### src/rtl/watch_set_ctrl_pkg.sv
// Shared definitions for the watch time-set controller: FSM encodings, cfg word layout, field limits.
// Field limits double as wrap points for the per-digit incrementers.
package watch_set_ctrl_pkg;

  typedef enum logic [2:0] {
    ST_IDLE       = 3'd0,
    ST_SET_HOUR   = 3'd1,
    ST_SET_MTENS  = 3'd2,
    ST_SET_MUNITS = 3'd3,
    ST_COMMIT     = 3'd4
  } state_t;

  localparam int CFG_W  = 12;
  localparam int MU_LSB = 0;
  localparam int MU_W   = 4;
  localparam int MT_LSB = 4;
  localparam int MT_W   = 3;
  localparam int HH_LSB = 7;
  localparam int HH_W   = 5;

  localparam logic [4:0] MU_MAX = 5'd9;
  localparam logic [4:0] MT_MAX = 5'd5;
  localparam logic [4:0] HH_MAX = 5'd23;

  // Fields never carry into each other; each one just rolls over at its own limit.
  function automatic logic [4:0] inc_wrap(input logic [4:0] val, input logic [4:0] max);
    return (val >= max) ? 5'd0 : val + 5'd1;
  endfunction

endpackage

### src/rtl/watch_set_ctrl_btn_repeat.sv
// Button edge detector with hold-to-repeat: 1-cycle event on press, after HOLD_CYC held cycles, then every REPEAT_CYC.
// Event is combinational with the sampled level; i_clr suppresses the event and disarms repeat until the next press.
module watch_set_ctrl_btn_repeat #(
  parameter int HOLD_CYC   = 16384,
  parameter int REPEAT_CYC = 4096
) (
  input  logic i_clk,
  input  logic i_rst,
  input  logic i_btn,
  input  logic i_clr,
  output logic o_evt
);

  localparam int CW = $clog2(HOLD_CYC + 1);
  localparam logic [CW-1:0] HOLD   = CW'(HOLD_CYC);
  localparam logic [CW-1:0] RELOAD = CW'(HOLD_CYC - REPEAT_CYC + 1);

  logic          r_btn_q;
  logic [CW-1:0] r_cnt;
  logic          w_edge;
  logic          w_rep;

  assign w_edge = i_btn & ~r_btn_q;
  assign w_rep  = i_btn & (r_cnt == HOLD);
  assign o_evt  = (w_edge | w_rep) & ~i_clr;

  // r_cnt == 0 means disarmed; reloading below HOLD spaces later repeats REPEAT_CYC apart.
  always_ff @(posedge i_clk) begin
    if (i_rst) begin
      r_btn_q <= 1'b0;
      r_cnt   <= '0;
    end else begin
      r_btn_q <= i_btn;
      if (i_clr || !i_btn) begin
        r_cnt <= '0;
      end else if (w_edge) begin
        r_cnt <= CW'(1);
      end else if (w_rep) begin
        r_cnt <= RELOAD;
      end else if (r_cnt != '0 && r_cnt != HOLD) begin
        r_cnt <= r_cnt + CW'(1);
      end
    end
  end

endmodule

### src/rtl/watch_set_ctrl.sv
// Time-set controller: mode/inc buttons edit hh:mm digits, commit issues a 1-cycle dvalid_o with cfg_o.
// Mode edge in SET_MUNITS at cycle n gives dvalid_o at n+1; smode_i aborts editing and masks dvalid_o.
module watch_set_ctrl
  import watch_set_ctrl_pkg::*;
#(
  parameter int HOLD_CYC    = 16384,
  parameter int REPEAT_CYC  = 4096,
  parameter int TIMEOUT_CYC = 327680,
  parameter int BLINK_CYC   = 8192
) (
  input  logic             clk_i,
  input  logic             rst_i,
  input  logic             smode_i,
  input  logic             btn_mode_i,
  input  logic             btn_inc_i,
  output logic [CFG_W-1:0] cfg_o,
  output logic             dvalid_o,
  output logic             editing_o,
  output logic [3:0]       blank_o
);

  localparam int TO_W = (TIMEOUT_CYC > 1) ? $clog2(TIMEOUT_CYC) : 1;
  localparam int BL_W = (BLINK_CYC > 1) ? $clog2(BLINK_CYC) : 1;
  localparam logic [TO_W-1:0] TO_MAX = TO_W'(TIMEOUT_CYC - 1);
  localparam logic [BL_W-1:0] BL_MAX = BL_W'(BLINK_CYC - 1);

  state_t           r_state;
  state_t           w_state_nxt;
  logic [CFG_W-1:0] r_cfg;
  logic             r_dvalid;
  logic             r_mode_q;
  logic [TO_W-1:0]  r_to;
  logic [BL_W-1:0]  r_blink;
  logic             r_phase;
  logic             w_mode_edge;
  logic             w_rep_clr;
  logic             w_rep_evt;
  logic             w_edit;
  logic             w_inc_evt;
  logic             w_btn_evt;
  logic             w_state_chg;

  assign w_mode_edge = btn_mode_i & ~r_mode_q & ~smode_i;
  assign w_rep_clr   = w_mode_edge | smode_i;
  assign w_edit      = (r_state == ST_SET_HOUR) || (r_state == ST_SET_MTENS) ||
                       (r_state == ST_SET_MUNITS);
  assign w_inc_evt   = w_rep_evt & w_edit;
  assign w_btn_evt   = w_mode_edge | w_rep_evt;
  assign w_state_chg = (w_state_nxt != r_state);

  watch_set_ctrl_btn_repeat #(
    .HOLD_CYC   (HOLD_CYC),
    .REPEAT_CYC (REPEAT_CYC)
  ) u_inc_rep (
    .i_clk (clk_i),
    .i_rst (rst_i),
    .i_btn (btn_inc_i),
    .i_clr (w_rep_clr),
    .o_evt (w_rep_evt)
  );

  always_comb begin
    w_state_nxt = r_state;
    if (smode_i) begin
      w_state_nxt = ST_IDLE;
    end else if (w_mode_edge) begin
      case (r_state)
        ST_IDLE:       w_state_nxt = ST_SET_HOUR;
        ST_SET_HOUR:   w_state_nxt = ST_SET_MTENS;
        ST_SET_MTENS:  w_state_nxt = ST_SET_MUNITS;
        ST_SET_MUNITS: w_state_nxt = ST_COMMIT;
        default:       w_state_nxt = ST_IDLE;
      endcase
    end else if (r_state == ST_COMMIT) begin
      w_state_nxt = ST_IDLE;
    end else if (w_edit && !w_btn_evt && r_to == TO_MAX) begin
      w_state_nxt = ST_IDLE;
    end
  end

  always_ff @(posedge clk_i) begin
    if (rst_i) begin
      r_state  <= ST_IDLE;
      r_cfg    <= '0;
      r_dvalid <= 1'b0;
      r_mode_q <= 1'b0;
      r_to     <= '0;
      r_blink  <= '0;
      r_phase  <= 1'b0;
    end else begin
      r_mode_q <= btn_mode_i;
      r_state  <= w_state_nxt;
      r_dvalid <= (w_state_nxt == ST_COMMIT);

      if (w_inc_evt) begin
        case (r_state)
          ST_SET_HOUR:
            r_cfg[HH_LSB +: HH_W] <= HH_W'(inc_wrap(5'(r_cfg[HH_LSB +: HH_W]), HH_MAX));
          ST_SET_MTENS:
            r_cfg[MT_LSB +: MT_W] <= MT_W'(inc_wrap(5'(r_cfg[MT_LSB +: MT_W]), MT_MAX));
          ST_SET_MUNITS:
            r_cfg[MU_LSB +: MU_W] <= MU_W'(inc_wrap(5'(r_cfg[MU_LSB +: MU_W]), MU_MAX));
          default: ;
        endcase
      end

      if (w_state_chg || w_btn_evt || !w_edit) begin
        r_to <= '0;
      end else if (r_to != TO_MAX) begin
        r_to <= r_to + TO_W'(1);
      end

      // Each entry and each increment restart the blink with the digit visible.
      if (w_state_chg || w_inc_evt || !w_edit) begin
        r_blink <= '0;
        r_phase <= 1'b0;
      end else if (r_blink == BL_MAX) begin
        r_blink <= '0;
        r_phase <= ~r_phase;
      end else begin
        r_blink <= r_blink + BL_W'(1);
      end
    end
  end

  assign cfg_o     = r_cfg;
  assign dvalid_o  = r_dvalid & ~smode_i;
  assign editing_o = w_edit;

  always_comb begin
    blank_o = 4'b0000;
    case (r_state)
      ST_SET_HOUR:   blank_o = {r_phase, r_phase, 2'b00};
      ST_SET_MTENS:  blank_o = {2'b00, r_phase, 1'b0};
      ST_SET_MUNITS: blank_o = {3'b000, r_phase};
      default:       blank_o = 4'b0000;
    endcase
  end

endmodule
### config.mk
export PLATFORM = sky130hd
export DESIGN_NAME = watch_set_ctrl
export DESIGN_NICKNAME = d
export VERILOG_FILES = /design/src/rtl/watch_set_ctrl_pkg.sv /design/src/rtl/watch_set_ctrl_btn_repeat.sv /design/src/rtl/watch_set_ctrl.sv
export SDC_FILE = /design/constraint.sdc
export NUM_CORES = 1
export LEC_CHECK = 0
export ABC_AREA = 1
export BUFFER_PORTS_ARGS = -buffer_cell sky130_fd_sc_hd__buf_2
export CAP_MARGIN = 15
export CORE_ASPECT_RATIO = 1.4
export CORE_MARGIN = 5
export CORE_UTILIZATION = 60
export DETAILED_ROUTE_END_ITERATION = 16
export GPL_ROUTABILITY_DRIVEN = 0
export PLACE_DENSITY_LB_ADDON = 0.1
export SLEW_MARGIN = 20
export SYNTH_ARGS = -nofsm -noshare
export SYNTH_HDL_FRONTEND = slang
export SYNTH_HIERARCHICAL = 1
export SYNTH_SLANG_ARGS = --single-unit
### constraint.sdc
create_clock -name clk_i -period 2.55 [get_ports clk_i]
set_input_delay 0.255 -clock clk_i [delete_from_list [all_inputs] [get_ports clk_i]]
set_output_delay 0.255 -clock clk_i [all_outputs]
set_load 0.01 [all_outputs]
Word level (Yosys, flattened, before mapping)
Cells that the tools add are included.
W data, S select, Z words.
{"block": "totals", "wordCells": 86, "output_inout_bits": 18, "regBits": 66, "inputBits": 5}
{"block": "op_classes", "magnitude_cmp": 3, "n_eq_ne": 11, "reduce_logical": 26, "addsub": 6, "bitwise": 15, "mux": 12}
{"cell": "$mux W14", "count": 2}
{"cell": "$add A19 B1 Y19 const B", "count": 1}
{"cell": "$eq A19 B19 Y1 const B", "count": 1}
{"cell": "$ne A19 B19 Y1 const B", "count": 1}
{"cell": "$add A15 B1 Y15 const B", "count": 1}
{"cell": "$eq A15 B15 Y1 const B", "count": 1}
{"cell": "$mux W3", "count": 5}
{"cell": "$ne A15 B15 Y1 const B", "count": 1}
{"cell": "$reduce_bool A15 Y1", "count": 1}
{"cell": "$add A13 B1 Y13 const B", "count": 1}
{"cell": "$eq A13 B13 Y1 const B", "count": 1}
{"cell": "$pmux W3 S4", "count": 1}
{"cell": "$pmux W4 S3", "count": 1}
{"cell": "$and A1 B1 Y1", "count": 7}
{"cell": "$logic_or A1 B1 Y1", "count": 7}
{"cell": "$eq A3 B2 Y1 const B", "count": 2}
{"cell": "$eq A3 B3 Y1 const B", "count": 2}
{"cell": "$reduce_and A2 Y1", "count": 3}
{"cell": "$reduce_or A2 Y1", "count": 3}
{"cell": "$reduce_or A3 Y1", "count": 2}
{"cell": "$add A5 B1 Y5 const B", "count": 1}
{"cell": "$ge A5 B5 Y1 const B", "count": 1}
{"cell": "$mux W5", "count": 1}
{"cell": "$not A1 Y1", "count": 5}
{"cell": "other kinds (15)", "count": 21}

Depth between registers and ports, before layout
{"block": "depth", "ltp_word": 18, "ltp_mapped": 17, "ltp_nobuf": 16}

Cells and area by module
The synthesis kept the hierarchy.
{"module": "watch_set_ctrl", "area_each_um2": 2441.1, "seq_area_each_um2": 1001.0, "cells_per_inst": 326, "n_inst": 1}
{"module": "watch_set_ctrl_btn_repeat", "area_each_um2": 970.9, "seq_area_each_um2": 320.3, "cells_per_inst": 140, "n_inst": 1}

Worst setup path before layout
No wires, ideal clock.
{"block": "synth_path", "kind": "flip-flop to flip-flop", "from": "reg u_inc_rep.r_cnt[0]", "to": "reg r_blink[10]", "slack_ns": 0.618, "path_stages_with_launch": 18, "synth_period_minus_slack_ns": 1.932, "arrival_time_ns": 1.816, "t_required_ns": 2.434, "setup_ns": 0.116, "path_buffers": 1, "path_cell_list": "dfxtp_1 inv_1 ha_1 nand2_1 nor2_1 nand3_1 nand2_1 inv_1 nor2_1 inv_1 nand3_1 nor2_1 nand3_2 nand2_2 nand3_2 nand3_2 buf_6 nor2_1"}
{"block": "synth_between", "elab_chain_cells": 16, "word_cells_on_any_way": 17, "classes_between": "eq/ne (2); mux (4); bitwise (5); reduce/logical (6)"}
{"element": "start: declaration", "line_no": "watch_set_ctrl_btn_repeat.sv:19", "rtl": "logic [CW-1:0] r_cnt;"}
{"element": "start signal: assignment", "line_no": "watch_set_ctrl_btn_repeat.sv:41", "rtl": "r_cnt <= r_cnt + CW'(1);"}
{"element": "$eq A15 B15 Y1 (*)", "line_no": "watch_set_ctrl_btn_repeat.sv:24", "rtl": "assign w_rep = i_btn & (r_cnt == HOLD);"}
{"element": "$and A1 B1 Y1 (*)", "line_no": "watch_set_ctrl_btn_repeat.sv:24"}
{"element": "$or A1 B1 Y1 (*)", "line_no": "watch_set_ctrl_btn_repeat.sv:25", "rtl": "assign o_evt = (w_edge | w_rep) & ~i_clr;"}
{"element": "$and A1 B1 Y1 (*)", "line_no": "watch_set_ctrl_btn_repeat.sv:25"}
{"element": "via w_rep_evt", "line_no": "watch_set_ctrl.sv:37", "rtl": "logic w_rep_evt;"}
{"element": "$or A1 B1 Y1", "line_no": "watch_set_ctrl.sv:48", "rtl": "assign w_btn_evt = w_mode_edge | w_rep_evt;"}
{"element": "$logic_not A1 Y1", "line_no": "watch_set_ctrl.sv:76", "rtl": "end else if (w_edit && !w_btn_evt && r_to == TO_MAX) begin"}
{"element": "$logic_and A1 B1 Y1 (2 in a row)", "line_no": "watch_set_ctrl.sv:76"}
{"element": "$mux W3", "line_no": "watch_set_ctrl.sv:76"}
{"element": "$mux W3", "line_no": "watch_set_ctrl.sv:74", "rtl": "end else if (r_state == ST_COMMIT) begin"}
{"element": "$mux W3", "line_no": "watch_set_ctrl.sv:66", "rtl": "end else if (w_mode_edge) begin"}
{"element": "$mux W3", "line_no": "watch_set_ctrl.sv:64", "rtl": "if (smode_i) begin"}
{"element": "$ne A3 B3 Y1", "line_no": "watch_set_ctrl.sv:49", "rtl": "assign w_state_chg = (w_state_nxt != r_state);"}
{"element": "$logic_or A1 B1 Y1 (*) (2 in a row)", "line_no": "watch_set_ctrl.sv:114", "rtl": "if (w_state_chg || w_inc_evt || !w_edit) begin"}
{"element": "$reduce_or A3 Y1 (no line) (*)"}
{"element": "end signal: assignment", "line_no": "watch_set_ctrl.sv:121", "rtl": "r_blink <= r_blink + BL_W'(1);"}
{"element": "end: declaration", "line_no": "watch_set_ctrl.sv:33", "rtl": "logic [BL_W-1:0] r_blink;"}
Mark *: on every way through the listed nets, which the timed path passes. The rest lies on a longest branch.
A chain may end at the register's enable or synchronous reset.

Final worst setup path
{"block": "layout_path", "from": "reg u_inc_rep.r_cnt[0]", "to": "reg r_to[18]"}
{"block": "layout_between", "elab_chain_cells": 16}
{"element": "$eq A15 B15 Y1 (*)", "line_no": "watch_set_ctrl_btn_repeat.sv:24"}
{"element": "$and A1 B1 Y1 (*)", "line_no": "watch_set_ctrl_btn_repeat.sv:24"}
{"element": "$or A1 B1 Y1 (*)", "line_no": "watch_set_ctrl_btn_repeat.sv:25"}
{"element": "$and A1 B1 Y1 (*)", "line_no": "watch_set_ctrl_btn_repeat.sv:25"}
{"element": "via w_rep_evt", "line_no": "watch_set_ctrl.sv:37"}
{"element": "$or A1 B1 Y1 (*)", "line_no": "watch_set_ctrl.sv:48"}
{"element": "$logic_not A1 Y1", "line_no": "watch_set_ctrl.sv:76"}
{"element": "$logic_and A1 B1 Y1 (2 in a row)", "line_no": "watch_set_ctrl.sv:76"}
{"element": "$mux W3", "line_no": "watch_set_ctrl.sv:76"}
{"element": "$mux W3", "line_no": "watch_set_ctrl.sv:74"}
{"element": "$mux W3", "line_no": "watch_set_ctrl.sv:66"}
{"element": "$mux W3", "line_no": "watch_set_ctrl.sv:64"}
{"element": "$ne A3 B3 Y1", "line_no": "watch_set_ctrl.sv:49"}
{"element": "$logic_or A1 B1 Y1 (*) (2 in a row)", "line_no": "watch_set_ctrl.sv:107", "rtl": "if (w_state_chg || w_btn_evt || !w_edit) begin"}
{"element": "$reduce_or A2 Y1 (no line) (*)"}
{"element": "end signal: assignment", "line_no": "watch_set_ctrl.sv:110", "rtl": "r_to <= r_to + TO_W'(1);"}
{"element": "end: declaration", "line_no": "watch_set_ctrl.sv:32", "rtl": "logic [TO_W-1:0] r_to;"}
Marks and branches as above.

==> flow_summary_export.csv <==
group,metric,value,unit
yosys,syn_inst,466,
sta,tightest_slew,0.4944,ns
floorplan,die_area,7316,µm²
sta,setup_viol_count_final,0,
flow_run,max-cap-violations,0,
floorplan,die_w,73.74,µm
power,pwr-share-comb,2.3,%
yosys,syn-num-nets,481,
clock_tree,clock_latency,0.34,ns
worst_setup_path,path_max_fanout,20,
route,drc_errors,0,
worst_setup_path,cp-startpoint,"u_inc_rep/r_cnt[0]$_SDFFE_PP0P_",
place,numPlacedInstances,551,
finish,fillers,494,
clock_tree,htree_levels,3,
power,seq_power_share,54.1,%
worst_setup_path,start_kind,"register",
route,drtIter0Drc,85,
grt,antenna_found_initial,0,
route,drt-total-wl,6241,µm
clock_tree,clock-root-buffer,"clkbuf_8",
sta,period_minus_slack,2.271,ns
grt,track_usage,18.82,%
finish,postLayoutCoreUtil,67.71,%
sta,relSlewSlack,66.91,%
grt,grt_pass1_vias,2786,
route,drtPass1Iterations,6,
finish,nets,509,
floorplan,start_util,61.75,%
sta,finalClockSkew,0.007146,ns
worst_setup_path,worst-setup-path-type,"register to register",
route,viasPerCell,5.094,
sta,hold_viol,0,
place,hpwl,4759,µm
worst_setup_path,required,2.77,ns
hold_path,hold_start,"btn_inc_i",
sta,hold_ws,0.1641,ns
power,swShare,20.64,%
clock_tree,cts_tree,"yes",
place,portBuffers,22,
clock_tree,clk_pin_slew,0.07,ns
grt,gr-total-overflow,0,
finish,diodes,0,
floorplan,io_pins,23,
power,p_leak,1.399,nW
finish,final_area,3741,µm²
finish,syn2layout_area_growth,9.644,%
clock_tree,postCtsSetupBuffers,0,
worst_setup_path,critPathArrivalTime,2.49,ns
worst_setup_path,critPathCaptureType,"register",
grt,grt_max_degree,21,
grt,grt_pass1_wl,11080,µm
clock_tree,cts_buffer_depth,2,
worst_setup_path,r2r_start,"u_inc_rep/r_cnt[0]$_SDFFE_PP0P_",
sta,tns,0,ns
clock_tree,ctsResizeCount,0,
sta,fin_crit_sh,89.08,%
power,clockPowerShare,43.6,%
route,antenna_left,0,
yosys,syn_avg_cell_area,7.322,µm²
route,post_drt_wl_per_cell,11.03,µm
route,vias,2883,
floorplan,die_y,99.23,µm
yosys,synth-warning-count,6,
sta,finalMaxSlewViolations,0,
finish,drive_above_1_share,15.66,%
clock_tree,cts_made_buffers,9,
power,p_sw,0.3962,mW
yosys,ys_seq_elements,66,
place,placed_area,3555,µm²
sta,rsz0062_at_grt,"no",
floorplan,placementRows,32,
power,irDropWorstVdd,433.4,µV
yosys,netlist_area,3412,µm²
power,powerDensity,513.0,nW/µm²
yosys,synth_cell_types,35,
power,internal-power,1.523,mW
finish,post_layout_nonfiller_instances,566,
floorplan,core-area,5525,µm²
hold_path,hp-class,"input port to register",
outcome,status,"finished, final reports clean",
clock_tree,hold_buffers,0,
sta,max_freq,440.2,MHz
yosys,seq_area_frac_synth,38.72,%
clock_tree,clock_sinks,66,
[Yosys cell counts, drive strengths merged]
cell / count / area, µm²
xor2: 23 / 201.4
nand3b: 1 / 7.510
o21ai: 14 / 85.08
nor2: 105 / 451.7
nor4: 1 / 6.260
nor3: 15 / 96.35
ha: 10 / 125.1
xnor2: 10 / 87.58
clkinv: 1 / 3.750
inv: 57 / 214.0
a211oi: 2 / 15.01
buf: 5 / 56.30
clkbuf: 1 / 3.750
o21a: 1 / 7.510
dfxtp: 66 / 1321
nand4: 10 / 62.56
a31oi: 1 / 6.260
nand2: 91 / 364.1
a21oi: 21 / 123.9
nand3: 29 / 160.2
or2: 2 / 12.51
[path summary, 6_finish.rpt]
kind	slack [ns]	depth (start not counted)	endpoint
max	0.28	16	r_to[18]$_SDFFE_PP0P_
min	0.16	3	u_inc_rep/r_btn_q$_SDFF_PP0_
min reg2reg	0.45	1	r_blink[0]$_SDFF_PP0_
max reg2reg	0.28	16	r_to[18]$_SDFFE_PP0P_
[power groups by stage]
stage | registers [mW] | clock network (mW) | logic (mW)
floorplan | 1.06 | 0 | 0.0331
global placement | 1.06 | 0 | 0.0445
detailed placement | 1.06 | 0 | 0.0452
CTS | 1.04 | 0.866 | 0.0454
global route | 1.04 | 0.910 | 0.0508
finish | 1.04 | 0.837 | 0.0449
[cell families (layout without fill, tap and decap cells)]
kind of cell | Yosys count | in the layout | synth area share, %
adder cells (fa/ha/maj) | 10 | 10 | 3.667
AO/OA/AOI/OAI | 39 | 39 | 6.967
AND/OR/NAND/NOR | 254 | 254 | 34.03
buffers and inverters | 64 | 96 | 8.140
flip-flops | 66 | 66 | 38.72
XOR/XNOR | 33 | 33 | 8.471
[registers in the layout (all words and copies together), names as in the netlist]
signal             cells
r_state                3
r_to                  19
u_inc_rep/r_btn_q      1
r_phase                1
u_inc_rep/r_cnt       15
r_dvalid               1
r_mode_q               1
cfg_o                 12
r_blink               13
[metrics by stage]
stage	power [mW]	setup WS (ns)
floorplan	1.093	0.6182
global placement	1.105	0.3856
detailed placement	1.106	0.3014
CTS	1.948	0.2834
global route	1.998	0.04563
finish	1.919	0.2785
[area by class of cell]
cell class	instances	area (µm²)	share of cell area, %
timing repair buffer	23	117.6	3.144
inverter	58	217.7	5.819
multi-input combinational	336	1813	48.46
sequential	66	1321	35.32
tap	68	85.08	2.274
clock buffer	13	148.9	3.980
clock inverter	2	37.54	1.003
[metal layers]
metal / share of wire, % / global-route usage [%]
met5: 0 / 0
met4: 3.0 / 10.04
met3: 3.3 / 4.247
met2: 51 / 33.13
met1: 43 / 20.28
[layout by cell type, fill, tap and decap left out, types with 6 or more instances in the layout]
cell type,count
a21oi_1,16
buf_2,22
clkbuf_8,10
dfxtp_1,66
ha_1,10
inv_1,51
inv_2,6
nand2_1,84
nand2_2,6
nand3_1,26
nand4_1,10
nor2_1,90
nor2_2,11
nor3_1,12
o21ai_0,11
xnor2_1,10
xor2_1,23
[critical path, stage by stage, from the launching register on]
cell     delay, ns
dfxtp_1       0.37
inv_1         0.08
ha_1          0.22
nand2_1       0.07
nor2_1        0.05
nand3_1       0.12
nand2_1       0.06
inv_1         0.07
nor2_1        0.04
inv_1         0.10
nand3_1       0.12
nor2_1        0.14
nand3_2       0.12
nand2_2       0.11
nand3_2       0.08
nand2_2       0.32
nor2_1        0.09
Power figures use the tool's default switching activity.
